### src/rtl/btc_nonce_sweep_if.sv
// btc_nonce_sweep_if: bundles the sweep control inputs, the shared SHA-256
// core request/response signals and the result memory write port.
// master = the nonce sweep block, slave = its environment (top level,
// SHA core and memory).
interface btc_nonce_sweep_if;
    // Sweep control
    logic                 start;
    logic [7:0][31:0]     midstate;
    logic [2:0][31:0]     tail;
    logic [15:0]          output_addr;
    logic                 done;

    // Shared SHA-256 core
    logic                 sha_start;
    logic [15:0][31:0]    sha_message;
    logic [7:0][31:0]     sha_hin;
    logic [7:0][31:0]     sha_hout;
    logic                 sha_done;

    // Result memory write port
    logic                 mem_we;
    logic [15:0]          mem_addr;
    logic [31:0]          mem_write_data;

    modport master (
        input  start, midstate, tail, output_addr, sha_hout, sha_done,
        output done, sha_start, sha_message, sha_hin,
        mem_we, mem_addr, mem_write_data
    );

    modport slave (
        output start, midstate, tail, output_addr, sha_hout, sha_done,
        input  done, sha_start, sha_message, sha_hin,
        mem_we, mem_addr, mem_write_data
    );
endinterface

### src/rtl/btc_nonce_sweep.sv
// btc_nonce_sweep: sweeps nonces 0..NUM_NONCES-1 through the shared SHA-256
// core. For every nonce it hashes the second header block on top of the
// phase-one midstate, then hashes the resulting 256-bit digest from the
// standard IV, and keeps word 0 of the final digest.
//
// Optional build macro BTC_EARLY_WRITE_EN:
//   defined   - each result is written straight to memory in the NEXT cycle,
//               no result buffer and no write burst.
//   undefined - results are buffered and written as one burst at the end.
module btc_nonce_sweep #(
    parameter int NUM_NONCES = 16
) (
    input  logic                  clk,
    input  logic                  reset_n,
    btc_nonce_sweep_if.master     bus
);

    // Counter width covers 0..NUM_NONCES inclusive.
    localparam int CW = $clog2(NUM_NONCES) + 1;
    // Index width into the result buffer (at least one bit).
    localparam int IW = (NUM_NONCES > 1) ? $clog2(NUM_NONCES) : 1;
    localparam int DEPTH = 1 << IW;
    localparam logic [CW-1:0] LAST = CW'(NUM_NONCES - 1);

    localparam logic [2:0] S_IDLE     = 3'd0;
    localparam logic [2:0] S_P2_START = 3'd1;
    localparam logic [2:0] S_P2_WAIT  = 3'd2;
    localparam logic [2:0] S_P3_START = 3'd3;
    localparam logic [2:0] S_P3_WAIT  = 3'd4;
    localparam logic [2:0] S_NEXT     = 3'd5;
    localparam logic [2:0] S_WRITE    = 3'd6;
    localparam logic [2:0] S_DONE     = 3'd7;

    // SHA-256 initial hash, H0 in word 0.
    localparam logic [7:0][31:0] SHA_IV = {
        32'h5be0cd19, 32'h1f83d9ab, 32'h9b05688c, 32'h510e527f,
        32'ha54ff53a, 32'h3c6ef372, 32'hbb67ae85, 32'h6a09e667
    };

    logic [2:0]          state;
    logic [CW-1:0]       n;
    logic [7:0][31:0]    mid_q;
    logic [2:0][31:0]    tail_q;
    logic [15:0]         base_q;
    logic [7:0][31:0]    digest_q;
    logic [15:0][31:0]   msg;
    logic [7:0][31:0]    hin;

`ifdef BTC_EARLY_WRITE_EN
    logic [31:0]         word_q;
`else
    logic [CW-1:0]       idx;
    logic [31:0]         result [DEPTH];
`endif

    // Sweep sequencing: latches the job, walks both hash phases per nonce
    // and hands over to the result write-out.
    always_ff @(posedge clk or negedge reset_n) begin
        if (!reset_n) begin
            state    <= S_IDLE;
            n        <= '0;
            mid_q    <= '0;
            tail_q   <= '0;
            base_q   <= '0;
            digest_q <= '0;
`ifdef BTC_EARLY_WRITE_EN
            word_q   <= '0;
`else
            idx      <= '0;
`endif
        end else begin
            case (state)
                S_IDLE: begin
                    if (bus.start) begin
                        mid_q  <= bus.midstate;
                        tail_q <= bus.tail;
                        base_q <= bus.output_addr;
                        n      <= '0;
                        state  <= S_P2_START;
                    end
                end
                S_P2_START: state <= S_P2_WAIT;
                S_P2_WAIT: begin
                    if (bus.sha_done) begin
                        digest_q <= bus.sha_hout;
                        state    <= S_P3_START;
                    end
                end
                S_P3_START: state <= S_P3_WAIT;
                S_P3_WAIT: begin
                    if (bus.sha_done) begin
`ifdef BTC_EARLY_WRITE_EN
                        word_q <= bus.sha_hout[0];
`endif
                        state  <= S_NEXT;
                    end
                end
                S_NEXT: begin
                    if (n == LAST) begin
`ifdef BTC_EARLY_WRITE_EN
                        state <= S_DONE;
`else
                        idx   <= '0;
                        state <= S_WRITE;
`endif
                    end else begin
                        n     <= n + 1'b1;
                        state <= S_P2_START;
                    end
                end
                S_WRITE: begin
`ifdef BTC_EARLY_WRITE_EN
                    state <= S_IDLE;
`else
                    if (idx == LAST) begin
                        state <= S_DONE;
                    end else begin
                        idx <= idx + 1'b1;
                    end
`endif
                end
                S_DONE:  state <= S_IDLE;
                default: state <= S_IDLE;
            endcase
        end
    end

`ifndef BTC_EARLY_WRITE_EN
    // Result buffer: word 0 of each final digest, indexed by nonce.
    always_ff @(posedge clk or negedge reset_n) begin
        if (!reset_n) begin
            for (int i = 0; i < DEPTH; i++) begin
                result[i] <= '0;
            end
        end else if (state == S_P3_WAIT && bus.sha_done) begin
            result[n[IW-1:0]] <= bus.sha_hout[0];
        end
    end
`endif

    // Block and initial hash presented to the core; held for the whole
    // START/WAIT pair so the core may sample them at any point.
    always_comb begin
        msg = '0;
        hin = '0;
        case (state)
            S_P2_START, S_P2_WAIT: begin
                msg[0]  = tail_q[0];
                msg[1]  = tail_q[1];
                msg[2]  = tail_q[2];
                msg[3]  = 32'(n);
                msg[4]  = 32'h80000000;
                msg[15] = 32'h00000280;
                hin     = mid_q;
            end
            S_P3_START, S_P3_WAIT: begin
                msg[7:0] = digest_q;
                msg[8]   = 32'h80000000;
                msg[15]  = 32'h00000100;
                hin      = SHA_IV;
            end
            default: begin
                msg = '0;
                hin = '0;
            end
        endcase
    end

    // Memory write port: zero whenever no write is in progress.
    always_comb begin
        bus.mem_we         = 1'b0;
        bus.mem_addr       = '0;
        bus.mem_write_data = '0;
`ifdef BTC_EARLY_WRITE_EN
        if (state == S_NEXT) begin
            bus.mem_we         = 1'b1;
            bus.mem_addr       = base_q + 16'(n);
            bus.mem_write_data = word_q;
        end
`else
        if (state == S_WRITE) begin
            bus.mem_we         = 1'b1;
            bus.mem_addr       = base_q + 16'(idx);
            bus.mem_write_data = result[idx[IW-1:0]];
        end
`endif
    end

    assign bus.sha_message = msg;
    assign bus.sha_hin     = hin;
    assign bus.sha_start   = (state == S_P2_START) || (state == S_P3_START);
    assign bus.done        = (state == S_DONE);

endmodule

### src/flat_wrapper.sv
// flat-port wrapper written by rule: the top's interface ports become plain ports
module btc_nonce_sweep_flat 
#(
    parameter int NUM_NONCES = 16
)
  (clk, reset_n, bus_start, bus_midstate, bus_tail, bus_output_addr, bus_sha_hout, bus_sha_done, bus_done, bus_sha_start, bus_sha_message, bus_sha_hin, bus_mem_we, bus_mem_addr, bus_mem_write_data);
  btc_nonce_sweep_if bus_i ();
  input  logic clk;
  input  logic reset_n;
  input wire logic [$bits(bus_i.start)-1:0] bus_start;
  input wire logic [$bits(bus_i.midstate)-1:0] bus_midstate;
  input wire logic [$bits(bus_i.tail)-1:0] bus_tail;
  input wire logic [$bits(bus_i.output_addr)-1:0] bus_output_addr;
  input wire logic [$bits(bus_i.sha_hout)-1:0] bus_sha_hout;
  input wire logic [$bits(bus_i.sha_done)-1:0] bus_sha_done;
  output wire logic [$bits(bus_i.done)-1:0] bus_done;
  output wire logic [$bits(bus_i.sha_start)-1:0] bus_sha_start;
  output wire logic [$bits(bus_i.sha_message)-1:0] bus_sha_message;
  output wire logic [$bits(bus_i.sha_hin)-1:0] bus_sha_hin;
  output wire logic [$bits(bus_i.mem_we)-1:0] bus_mem_we;
  output wire logic [$bits(bus_i.mem_addr)-1:0] bus_mem_addr;
  output wire logic [$bits(bus_i.mem_write_data)-1:0] bus_mem_write_data;
  assign bus_i.start = bus_start;
  assign bus_i.midstate = bus_midstate;
  assign bus_i.tail = bus_tail;
  assign bus_i.output_addr = bus_output_addr;
  assign bus_i.sha_hout = bus_sha_hout;
  assign bus_i.sha_done = bus_sha_done;
  assign bus_done = bus_i.done;
  assign bus_sha_start = bus_i.sha_start;
  assign bus_sha_message = bus_i.sha_message;
  assign bus_sha_hin = bus_i.sha_hin;
  assign bus_mem_we = bus_i.mem_we;
  assign bus_mem_addr = bus_i.mem_addr;
  assign bus_mem_write_data = bus_i.mem_write_data;
  btc_nonce_sweep #(.NUM_NONCES(NUM_NONCES)) u_core (.clk(clk), .reset_n(reset_n), .bus(bus_i));
endmodule
### config.mk
export PLATFORM = sky130hd
export DESIGN_NAME = btc_nonce_sweep_flat
export DESIGN_NICKNAME = d
export VERILOG_FILES = /design/src/rtl/btc_nonce_sweep_if.sv /design/src/rtl/btc_nonce_sweep.sv /design/src/flat_wrapper.sv
export SDC_FILE = /design/constraint.sdc
export NUM_CORES = 2
export LEC_CHECK = 0
export CORE_AREA = 4 4 566 568
export CTS_CLUSTER_DIAMETER = 120
export DETAILED_ROUTE_END_ITERATION = 8
export DIE_AREA = 0 0 570 572
export PLACE_DENSITY = 0.38
export SYNTH_ARGS = -nofsm -noshare
export SYNTH_HDL_FRONTEND = slang
export SYNTH_SLANG_ARGS = --single-unit
### constraint.sdc
create_clock -name clk -period 3.4 [get_ports clk]
set_clock_uncertainty 0.1 [all_clocks]
set_input_delay 0.68 -clock clk [delete_from_list [all_inputs] [get_ports clk]]
set_output_delay 0.68 -clock clk [all_outputs]
set_load 0.05 [all_outputs]
# After elaboration in Yosys (flattened, before gate mapping)
# Index checks and enable logic that the tools add are counted.
# totals
rom_bits	0
memories	0
ramBits	0
wordCells	101
latchBits	0
regBits	1149
inputBits	628
# classes
n_shift	0
n_reduce_logical	13
mul	0
n_div	0
eq_ne	16
n_lt_le_gt_ge	3
n_addsub	3
n_bitwise	2
muxes	25
# op_table
cell	n
$bwmux W512	1
$pmux W256 S2	1
$pmux W160 S2	1
$bmux W32 S4	1
$demux W32 S4	1
$mux W128	1
$mux W32	4
$pmux W3 S8	1
$mux W5	4
$pmux W10 S2	1
$pmux W5 S2	2
$add A16 B5 Y16	1
$mux W16	1
$mux W3	5
$eq A3 B3 Y1 const B	4
$add A5 B1 Y5 const B	2
$eq A5 B4 Y1 const B	2
$ge A5 B5 Y1 const B	2
$ne A2 B2 Y1 const B	5
$not A4 Y5	2
$eq A3 B2 Y1 const B	2
$reduce_and A3 Y1	2
$lt A5 B1 Y1 const B	1
$ne A2 B1 Y1 const B	2
9 further kinds	13

# Longest topological paths before layout
# depth
ltp_word	6
ltp_mapped	9
ltp_nobuf	8

# Worst setup path before layout
# No wires, ideal clock.
# synth_timing
path_kind	reg2out
startpoint	reg u_core.idx[1]
endpoint	out bus_mem_addr[4]
t_arrival_ns	3.012
stages_incl_launch_ff	8
path_slack_ns	-0.392
path_cell_list	dfrtp_1 > clkbuf_1 > buf_1 > inv_1 > fa_1 > nor2b_1 > o21ai_0 > a211oi_1
# synth_via
elab_chain_cells	2
# synth_rtl
item	line_no	rtl
from (decl)	btc_nonce_sweep.sv:52	logic [CW-1:0] idx;
from (signal assigned)	btc_nonce_sweep.sv:118	idx <= idx + 1'b1;
$add A16 B5 Y16	btc_nonce_sweep.sv:183	bus.mem_addr = base_q + 16'(idx);
$mux W16	btc_nonce_sweep.sv:181	if (state == S_WRITE) begin
to (decl)	flat_wrapper.sv:21	output wire logic [$bits(bus_i.mem_addr)-1:0] bus_mem_addr;
# Every way passes these cells.

# Worst setup path after layout
# layout_timing
startpoint	reg u_core.idx[0]
endpoint	out bus_mem_write_data[27]
# layout_via
elab_chain_cells	5
# layout_rtl
item	line_no	rtl
$not A4 Y5 (implied by the code)	btc_nonce_sweep.sv:184	bus.mem_write_data = result[idx[IW-1:0]];
$bmux W32 S4	btc_nonce_sweep.sv:184	
$mux W32 (implied by the code) (2 in series)	btc_nonce_sweep.sv:184	
$mux W32	btc_nonce_sweep.sv:181	
to (decl)	flat_wrapper.sv:22	output wire logic [$bits(bus_i.mem_write_data)-1:0] bus_mem_write_data;
# Every way passes these cells. The select of a mux whose other input is x is not followed.

==> flow_metrics.env <==
export IMPL_ys_ff_latch=1149
export IMPL_cts_tree="yes"
export IMPL_crit_top_cell="buf_16"
export IMPL_cts_buffer_depth=4
export IMPL_routedWlPerCell_um=30.6
export IMPL_final_cell_area_mm2=0.0865
export IMPL_grt_start_max_net_pins=88
export IMPL_crit_slowest_cell="mux4_2"
export IMPL_startpoint_type="flop"
export IMPL_hold_path_class="primary input to async pin"
export IMPL_rr_endpoint="u_core.mid_q[209]"
export IMPL_dp_cells=8947
export IMPL_fillCellCount=32100
export IMPL_via_per_inst=3.93
export IMPL_crit_buf_inv=4
export IMPL_powerDensity_mw_per_mm2=1230
export IMPL_yosys_top_cells_count="dfrtp_1 (1149), mux2_2 (964), and2_1 (281)"
export IMPL_synth_main_ff_cell="dfrtp_1"
export IMPL_syn_inst=3716
export IMPL_grt_first_pass_wirelength_um=370000
export IMPL_worst_slew_pin_slew_ns=1.24
export IMPL_yosysMostFrequentCell="dfrtp_1"
export IMPL_die_h_um=572
export IMPL_dpl_hpwl_um=212000
export IMPL_setup_ws_ns=-0.378
export IMPL_period_minus_slack_ns=3.78
export IMPL_drtAntennaViolNets=0
export IMPL_gp_congestion=0.841
export IMPL_synth_edff_count=0
export IMPL_utilization_pct=27.5
export IMPL_syn_to_final_growth_pct=62.9
export IMPL_p_leak_nw=37.9
export IMPL_reg2reg_slack_ns=0.68
export IMPL_rsz0062_at_grt="yes"
export IMPL_finalHoldViolations=0
export IMPL_outcome="finished with violations"
export IMPL_synth_area_mm2=0.0531
export IMPL_vias=37100
export IMPL_reg2reg_depth=7
export IMPL_cap_viol_max_count=0
export IMPL_h_tree_depth=4
export IMPL_fin_tns_setup_ns=-47.93
export IMPL_post_dp_cell_area_mm2=0.0757
export IMPL_final_nets=5761
export IMPL_fmax_mhz=265
export IMPL_dieArea_mm2=0.326
export IMPL_finalPower_mw=107
export IMPL_r2r_start="u_core.state[2]"
export IMPL_failed_checks="negative setup slack"
export IMPL_start_util_pct=16.9
export IMPL_crit_chain="buf_16 -> buf_16 -> clkbuf_16 -> mux4_2 -> mux2i_1 -> o22ai_2 -> buf_12"
export IMPL_clkLatencyLatePin_ns=0.80
export IMPL_coreArea_mm2=0.315
export IMPL_gr_total_overflow=0
export IMPL_critPathKind="flop to output port"
export IMPL_dieWidth_um=570
export IMPL_grt_pass1_vias=38700
export IMPL_slew_viol_final=0
export IMPL_cp_num_cells=7
export IMPL_first_iter_violations=1532
export IMPL_slew_limit_headroom_pct=17.2
export IMPL_ir_drop_uv=1240
export IMPL_avgSynthCellArea_um2=14.3
export IMPL_grt_usage_pct=16.6
export IMPL_wirelength_um=289000
export IMPL_antenna_found_initial=175
export IMPL_yosys_warnings=0
export IMPL_synth_cell_types=46
export IMPL_dp_slack_ns=0.210
export IMPL_setup_viol=448
export IMPL_drc=0
export IMPL_path_max_fanout=9
export IMPL_cp_end_kind="output port"
export IMPL_timing_hold_ws_ns=0.348
export IMPL_io_buffers=1194
export IMPL_crit_required_ns=2.62
export IMPL_cts_sinks=1149
export IMPL_cts_root_buf="clkbuf_16"
export IMPL_synth_top_area_share_pct=54.1
export IMPL_design_portCount=1447
export IMPL_cts_buffers=161
export IMPL_fin_cells=9432
export IMPL_clk_pin_slew_worst_paths_ns=0.06
export IMPL_worst_path_largest_cell_delay_ns=0.50
export IMPL_ys_top_cells_by_area="dfrtp_1 (54%), mux2_2 (20%), mux4_2 (5.5%)"
export IMPL_ys_seq_area_share_pct=54.1
export IMPL_worst_ep_arrival_time_ns=3.00
export IMPL_rows=206
export IMPL_synth_async_reset_ratio_pct=100
export IMPL_drtPass1Iterations=5
export IMPL_drive_above_1_share_pct=49.8
export IMPL_yosys_area_top_type="dfrtp_1"
export IMPL_crit_family="buffers and inverters"
export IMPL_post_route_period_util_pct=111
final cells by class:
type                            instances  area (um^2)  area share [%]
Antenna cell                           48          120           0.139
Clock buffer                          233         4690            5.42
Clock inverter                         34          443           0.512
Inverter                                9         33.8          0.0390
Multi-Input combinational cell       2274        24200            28.0
Sequential cell                      1149        28800            33.2
Tap cell                             4160         5200            6.02
Timing Repair Buffer                 1525        23100            26.7
cell usage in the layout (no fill, tap or decap), types with 14 or more instances in the layout:
cell	synthesis	layout
dfrtp_1	1149	1144
mux2_2	964	964
buf_12	0	642
clkdlybuf4s50_1	0	626
conb_1	1	252
clkbuf_16	0	198
mux2_1	172	172
and2_4	0	162
mux4_2	129	129
a21o_1	139	125
and2_1	281	119
buf_4	262	108
a22o_4	0	76
buf_16	0	53
diode_2	0	48
clkbuf_8	0	37
clkbuf_1	101	34
buf_6	2	31
mux2i_4	0	28
buf_8	0	27
a22o_1	103	26
nor2_1	25	18
mux2i_1	63	18
o22ai_2	0	17
mux2i_2	0	17
a21o_4	0	14
clkinv_2	0	14
power by group:
part           internal [mW]  switching, mW  total [mW]
combinational           32.3           35.7        68.0
sequential              18.4           3.46        21.8
clock                   10.0           6.86        16.9
routing by layer:
metal	routed length, um	track usage (%)
met5	1160	0
met1	107000	18.3
met4	9630	4.42
met2	149000	30.2
met3	22300	5.84
timing repair:
action / 4_1_cts / 5_1_grt
endpoints found under the hold margin: 54 / 0
hold buffers: 1 / 0
gates cloned: 41 / 48
setup endpoints to repair: 559 / 559
setup buffers: 50 / 44
pin swaps: 85 / 142
gates resized for setup: 246 / 365
state kept, by name, indices dropped and copies added, names as in the netlist:
signal,count
u_core.base_q,16
u_core.digest_q,256
u_core.idx,5
u_core.mid_q,256
u_core.n,5
u_core.result,512
u_core.state,3
u_core.tail_q,96
worst max path at each step:
stage	endpoint	slack (ns)	start
floorplan	bus_mem_addr[4]	0.007	u_core.idx[1]
global placement	bus_mem_addr[11]	0.20	u_core.idx[3]
detailed placement	bus_mem_write_data[22]	0.21	u_core.idx[0]
CTS	bus_mem_write_data[3]	-0.52	u_core.idx[0]
global route	bus_mem_addr[12]	-0.50	u_core.idx[0]
finish	bus_mem_write_data[27]	-0.38	u_core.idx[0]
cells by family (layout without fill, tap and decap cells):
logic type / count (synthesis) / after routing / synth area share [%]
other: 1 / 300 / 0.00706
AO/OA/AOI/OAI: 299 / 299 / 4.34
flip-flops: 1149 / 1149 / 54.1
XOR/XNOR: 16 / 16 / 0.264
multiplexers: 1328 / 1328 / 30.7
adder cells (fa/ha/maj): 13 / 13 / 0.320
buffers and inverters: 544 / 1801 / 6.09
AND/OR/NAND/NOR: 366 / 366 / 4.10
worst register-to-register path: stages (launching register included):
cell and delay, ns:
dfrtp_1 0.41, buf_6 0.15, buf_4 0.15, buf_4 0.15
nor4b_4 0.55, buf_12 0.29, buf_12 0.34, mux2_2 0.47
Power figures use the tool's default switching activity.
